--- src/rtl/seq_pattern_detector.sv ---
// seq_pattern_detector: runtime-programmable serial pattern detector with saturating match counter.
// Define SEQ_PATTERN_MASK_EN to add a per-bit don't-care mask captured alongside the pattern.
module seq_pattern_detector #(
    parameter int unsigned      PAT_W           = 4,
    parameter logic [PAT_W-1:0] DEFAULT_PATTERN = PAT_W'(4'b1001),
    parameter int unsigned      CNT_W           = 8
) (
    input  logic             clock,
    input  logic             reset,
    input  logic             x,
    input  logic             x_valid,
    input  logic [PAT_W-1:0] pattern_in,
`ifdef SEQ_PATTERN_MASK_EN
    input  logic [PAT_W-1:0] pattern_mask_in,
`endif
    input  logic             pattern_load,
    input  logic             overlap_en,
    input  logic             count_clr,
    output logic             match,
    output logic [CNT_W-1:0] match_count,
    output logic             count_sat
);

    localparam int unsigned      FILL_W = $clog2(PAT_W + 1);
    localparam logic [FILL_W-1:0] FULL  = FILL_W'(PAT_W);

    logic [PAT_W-1:0]  pattern_q, pattern_d;
    logic [PAT_W-1:0]  history_q, history_d;
    logic [FILL_W-1:0] fill_q, fill_d;
    logic              match_q, match_d;
    logic [CNT_W-1:0]  count_q, count_d;
    logic              sat_q;

    logic [PAT_W-1:0]  hist_n;
    logic [PAT_W-1:0]  diff;
    logic [FILL_W-1:0] fill_n;
    logic              hit;

`ifdef SEQ_PATTERN_MASK_EN
    logic [PAT_W-1:0] mask_q, mask_d;
`endif

    always_ff @(posedge clock) begin
        if (reset) begin
            pattern_q <= DEFAULT_PATTERN;
            history_q <= '0;
            fill_q    <= '0;
            match_q   <= 1'b0;
            count_q   <= '0;
            sat_q     <= 1'b0;
`ifdef SEQ_PATTERN_MASK_EN
            mask_q    <= '1;
`endif
        end else begin
            pattern_q <= pattern_d;
            history_q <= history_d;
            fill_q    <= fill_d;
            match_q   <= match_d;
            count_q   <= count_d;
            sat_q     <= &count_d;
`ifdef SEQ_PATTERN_MASK_EN
            mask_q    <= mask_d;
`endif
        end
    end

    always_comb begin
        hist_n = {history_q[PAT_W-2:0], x};
        fill_n = (fill_q == FULL) ? FULL : fill_q + FILL_W'(1);
        diff   = hist_n ^ pattern_q;
`ifdef SEQ_PATTERN_MASK_EN
        diff   = diff & mask_q;
`endif
        hit    = (fill_n == FULL) && (diff == '0);
    end

    always_comb begin
        pattern_d = pattern_q;
        history_d = history_q;
        fill_d    = fill_q;
        match_d   = 1'b0;
        count_d   = count_q;
`ifdef SEQ_PATTERN_MASK_EN
        mask_d    = mask_q;
`endif
        if (pattern_load) begin
            pattern_d = pattern_in;
            fill_d    = '0;
`ifdef SEQ_PATTERN_MASK_EN
            mask_d    = pattern_mask_in;
`endif
        end else if (x_valid) begin
            history_d = hist_n;
            if (hit) begin
                match_d = 1'b1;
                fill_d  = overlap_en ? FULL : '0;
                if (!(&count_q))
                    count_d = count_q + CNT_W'(1);
            end else begin
                fill_d = fill_n;
            end
        end
        // Clear wins over a same-cycle increment; the match pulse is unaffected.
        if (count_clr)
            count_d = '0;
    end

    assign match       = match_q;
    assign match_count = count_q;
    assign count_sat   = sat_q;

endmodule

--- config.mk ---
export PLATFORM = sky130hd
export DESIGN_NAME = seq_pattern_detector
export DESIGN_NICKNAME = d
export VERILOG_FILES = /design/src/rtl/seq_pattern_detector.sv
export SDC_FILE = /design/constraint.sdc
export NUM_CORES = 1
export LEC_CHECK = 0
export BUFFER_PORTS_ARGS = -buffer_cell sky130_fd_sc_hd__buf_4
export CORE_MARGIN = 10
export CORE_UTILIZATION = 40
export CTS_BUF_LIST = sky130_fd_sc_hd__clkbuf_8 sky130_fd_sc_hd__clkbuf_16
export DETAILED_ROUTE_END_ITERATION = 7
export PLACE_DENSITY = 0.63
export SYNTH_ARGS = -nofsm -noshare
export SYNTH_HDL_FRONTEND = slang
export SYNTH_SLANG_ARGS = --single-unit
--- constraint.sdc ---
create_clock -name clock -period 1.8 [get_ports clock]
set_input_delay 0.36 -clock clock [delete_from_list [all_inputs] [get_ports clock]]
set_output_delay 0.36 -clock clock [all_outputs]
set_load 0.05 [all_outputs]
# Yosys cells after proc, flatten, opt, wreduce, memory -nomap -nowiden
# Cells that the tools add are included.
[classes]
n_reduce_logical = 7
muxes = 9
bitwise = 3
n_eq_ne = 2
addsub = 2
[op_table]
columns = ["cell", "count"]
rows = [
  ["two-way mux 8 bit", 5],
  ["AND reduction 8 bit", 2],
  ["two-way mux 3 bit", 3],
  ["adder 8 x 1 -> 8 bit (second input constant)", 1],
  ["== test 3 bit (second input constant)", 2],
  ["zero test 4 bit", 1],
  ["XOR 4 bit", 1],
  ["adder 3 x 1 -> 3 bit (second input constant)", 1],
  ["OR reduction 3 bit", 1],
  ["inverter 1 bit", 2],
  ["AND reduction 2 bit", 1],
  ["OR reduction 2 bit", 1],
  ["logical AND 1 bit", 1],
  ["two-way mux 1 bit", 1],
]
[word_totals]
regBits = 20
word_cells = 29
in_bits = 11
output_inout_bits = 10

# Logic depth before layout (Yosys ltp)
[depth]
ltp_word = 9
mapped_depth = 8

# Least setup slack after synthesis
# Ideal clock, no wire load.
[synth_timing]
path_type = "flip-flop to flip-flop"
start = "register count_q[0], in the netlist match_count[0]"
end = "register sat_q, in the netlist count_sat"
arrival_ns = 1.877
setup_ns = 0.087
t_required_ns = 1.713
path_buffers = 0
slack_ns = -0.165
stages_incl_launch_ff = 7
path_cell_list = "dfxtp_1 ha_1 nand3_1 or3_1 nor3_1 o211a_1 nor4b_2"
[synth_via]
elab_chain_len = 7
word_cells_on_any_way = 8
cone_classes = "add/sub: 1; mux: 5; reduce/logical: 2"
[synth_rtl]
columns = ["element", "line_no", "text"]
rows = [
  ["from (decl)", "31", "logic [CNT_W-1:0] count_q, count_d;"],
  ["from (signal assigned)", "59", "count_q <= count_d;"],
  ["adder 8 x 1 -> 8 bit / AND reduction 8 bit (equally long branches)", "98, 97", ""],
  ["two-way mux 8 bit", "97", "if (!(&count_q))"],
  ["two-way mux 8 bit", "94", "if (hit) begin"],
  ["two-way mux 8 bit", "92", "end else if (x_valid) begin"],
  ["two-way mux 8 bit *", "86", "if (pattern_load) begin"],
  ["two-way mux 8 bit *", "104", "if (count_clr)"],
  ["AND reduction 8 bit *", "60", "sat_q <= &count_d;"],
  ["to (signal assigned)", "60", ""],
  ["to (decl)", "32", "logic sat_q;"],
]
# Mark *: on every way between the ends. The rest lies on a longest branch, timed or not.
# A chain may end at the register's enable or synchronous reset.

# Worst setup path in the final report
[layout_timing]
start = "register fill_q[1]"
end = "register sat_q, in the netlist count_sat"
[layout_via]
elab_chain_len = 9
word_cells_on_any_way = 10
cone_classes = "add/sub: 1; eq/ne: 2; mux: 5; reduce/logical: 2"
[layout_rtl]
columns = ["element", "line_no", "text"]
rows = [
  ["from (decl)", "29", "logic [FILL_W-1:0] fill_q, fill_d;"],
  ["from (signal assigned)", "57", "fill_q <= fill_d;"],
  ["adder 3 x 1 -> 3 bit / == test 3 bit (equally long branches)", "69", "fill_n = (fill_q == FULL) ? FULL : fill_q + FILL_W'(1);"],
  ["two-way mux 3 bit *", "69", ""],
  ["== test 3 bit *", "74", "hit = (fill_n == FULL) && (diff == '0);"],
  ["logical AND 1 bit *", "74", ""],
  ["two-way mux 8 bit *", "94", ""],
  ["two-way mux 8 bit *", "92", ""],
  ["two-way mux 8 bit *", "86", ""],
  ["two-way mux 8 bit *", "104", ""],
  ["AND reduction 8 bit *", "60", ""],
]
# Marked as above.

==> metrics.md <==
| Metric | Value |
|---|---|
| Area of the multi-input gates | 724.4 µm² |
| FF+latch area | about 410 µm² |
| Share of the synthesized area in the top cell type | 37.04% |
| Achievable Freq | 0.5714 GHz |
| Pwr dens | roughly 680 nW/µm² |
| Number of clock buffers inserted by TritonCTS | 3 |
| Least-Margin Pin Slew | approximately 0.33 ns |
| Number of antenna violations at the first check in global routing | 0 |
| Synth Register Bits | 20 |
| Seq/Total Area, Yosys | a little under two fifths |
| Global-route wire length before repair | 4.353 mm |
| Post-Syn Area | approximately 1100 µm² |
| Drt first pass iters | 4 |
| Syn Inst Count | 118 |
| Vias in the first global route | around 950 |
| # setup viols final | 0 |
| R2r setup slk | roughly 0.05 ns |
| Post-Route Setup TNS | 0 ns |
| Synth unique cells | 40 |
| Largest net degree at the start of global routing | 15 |
| Clk root buf | clkbuf_8 |
| CTS tree | built |
| Crit Path Max Fanout | 8 |
| Fin area | 1476 µm² |
| Placed Area | around 1300 µm² |
| Nets | 162 |
| Die Area | 5182 µm² |
| Vert. Die Dim | 71.99 µm |
| Clk buf depth | 2 |
| Global route overflow | 0 |
| Routed vias/inst | 5.401 |
| Synth cell count leaders | dfxtp_1, nand2_1, nor2_1, xnor2_1 |
| Crit path DAT | 1.90 ns |
| Critical Path RT | 1.95 ns |
| CTS Sinks | 20 |
| HPWL Detailed | roughly 1.9 mm |
| Run status | completed |
| Mean area per synthesized cell | between 9 and 10 µm² |
| Primary FF master, synth | dfxtp_1 |
| Ys async rst share | 0% |
| RSZ-0062 raised after global routing | true |
| CTS Hold Buffers Added | 0 |
| Total Routed Length | about 2.6 mm |
| DRT antenna net count | 0 |
| Number of DRC markers in iteration 0 | 52 |
| Pwr Total | 1.010 mW |
| Post-Place Worst Slack | -0.1357 ns |
| Worst slew margin | 77.90% |
| Final worst-path setup slack | 0.05001 ns |
| Final worst-path cycle share | a little over nine tenths |
| # rows | 18 |
| Top-count cell post-synth | dfxtp_1 |
| Main area contributors after synthesis | dfxtp_1, xnor2_1, mux2i_1, nand2_1, nor2_1 |
| Starting Density | 42.86% |
| Share of layout cells above drive strength 1 | between 40 and 50% |
| Largest area contributor in the netlist | dfxtp_1 |
| IO Port Bufs | 20 |
| FF-to-FF Start | fill_q[1]$_SDFFE_PP0P_ |
| CTS H-tree depth | 1 |
| Peak supply drop | 0.4731 mV |
| Post-layout min period | 1.750 ns |
| Synthesized net count | 132 |
| Fin. Hold Viols | 0 |
| Type of origin of the critical path | register |
| R2r endpoint | count_sat$_SDFF_PP0_ |
| Worst hold path cell count | 2 |
| Hold Path End | pattern_q[0]$_SDFFE_PP1P_ |
| Detailed-route wire length per cell | 14.77 µm |
| Core Area | 2522 µm² |
| Final clock skew | 0.007793 ns |
| Leakage power | 0.5553 nW |
| Worst setup EP type | register |
| ANT cells | 0 |
| DR DRC count | 0 |
| Worst-Skew Late Latency | 0.27 ns |
| Die width | 71.99 µm |
| Fill count | between 200 and 250 |
| Gpl congestion | 0.8531 |
| Yosys warning total | 0 |
| Max cap viols | 0 |
| Via count of the routed design | 956 |
| Io pins | 21 |
| Area growth, synth to finish | 36.57% |
| Post-synth EDFFs | 0 |
| Hold Path Origin | pattern_in[0] |
| Slew Limit Fails | 0 |
| WS Path Type | reg -> reg |
| Clk pin slew, worst setup/hold paths | 0.08 ns |
| Min-delay worst type | in -> reg |
| R2R cell count | 7 |
| GRT Util Overall | 10.16% |
## sequential cells by signal, indices dropped and copies added (netlist names)
signal and cells:
fill_q 3, count_sat 1, match 1, history_q 3, pattern_q 4, match_count 8
## routing by layer
| layer | global-route usage [%] | vias up | part of all wire [%] |
|---|---|---|---|
| met5 | 0 | - | 0 |
| met4 | 4.946 | 0 | 2.1 |
| met3 | 2.721 | 5 | 5.5 |
| met2 | 15.88 | 36 | 46 |
| met1 | 12.53 | 436 | 46 |
| li1 | - | 479 | - |
## repair_timing
item,4_1_cts,5_1_grt
setup buffers,3,2
setup endpoints to repair,9,5
pin swaps,5,7
gates resized for setup,6,9
## worst max path at each step
stage                      startpoint                         to  slack [ns]  cells past startpoint
6_report       fill_q[1]$_SDFFE_PP0P_       count_sat$_SDFF_PP0_        0.05                      7
5_1_grt        fill_q[1]$_SDFFE_PP0P_  match_count[1]$_SDFF_PP0_       -0.08                      8
4_1_cts        fill_q[1]$_SDFFE_PP0P_       count_sat$_SDFF_PP0_       0.003                      7
3_5_place_dp   fill_q[1]$_SDFFE_PP0P_       count_sat$_SDFF_PP0_       -0.14                      7
3_3_place_gp   fill_q[0]$_SDFFE_PP0P_       count_sat$_SDFF_PP0_       -0.08                      7
2_1_floorplan  fill_q[0]$_SDFFE_PP0P_       count_sat$_SDFF_PP0_       0.005                      8
## cells in the final DEF, fill, tap and decap left out, drive strengths merged, types with 2 or more instances in the layout
cell type	instances
nor2	11
ha	3
a211o	2
nor3	8
nand4	3
nor2b	2
and3	2
inv	3
nor4	4
dfxtp	20
xnor2	9
nand4bb	2
mux2i	6
a21oi	6
buf	30
nand3	5
clkbuf	3
nor4b	2
nand2	11
and2b	2
## where the power goes
group,internal (mW),switching [mW],total (mW)
registers,0.451,0.00665,0.458
logic,0.0497,0.0504,0.100
clock network,0.297,0.155,0.452
## metrics by stage
step / hold WS (ns) / util [%] / cells
5_1_grt: 0.2946 / 58.53 / 177
2_1_floorplan: 0.4431 / - / 118
3_5_place_dp: 0.4699 / 51.34 / 168
6_report: 0.2981 / 58.53 / 177
4_1_cts: 0.2939 / 56.30 / 175
3_3_place_gp: 0.4564 / 51.34 / 168
## cell families (layout without fill, tap and decap cells)
kind of cell | Yosys count | in the layout | synth area share, %
and+or+nand+nor | 57 | 57 | 32.41
buffers and inverters | 8 | 37 | 3.703
muxes | 6 | 6 | 5.556
AOI/OAI and AO/OA | 14 | 14 | 9.029
adders and majority gates | 3 | 3 | 3.473
DFF | 20 | 20 | 37.04
xor gates and xnor gates | 10 | 10 | 8.797
## worst max-delay path: stages (launching register included)
cell,delay [ns]
dfxtp_2,0.33
buf_4,0.14
ha_4,0.16
nand4bb_1,0.21
and3_4,0.25
nor3_4,0.19
mux2i_2,0.29
nor4b_4,0.07
## cell type report
class                   instances  share of cell area [%]
multi-input cells              90                   49.07
flip-flops and latches         20                   27.54
repair buffers                 30                   15.25
clock buffers                   3                   2.797
well taps                      30                   2.542
clock inverters                 1                   2.034
inverters                       3                  0.7627
Power figures use the tool's default switching activity.
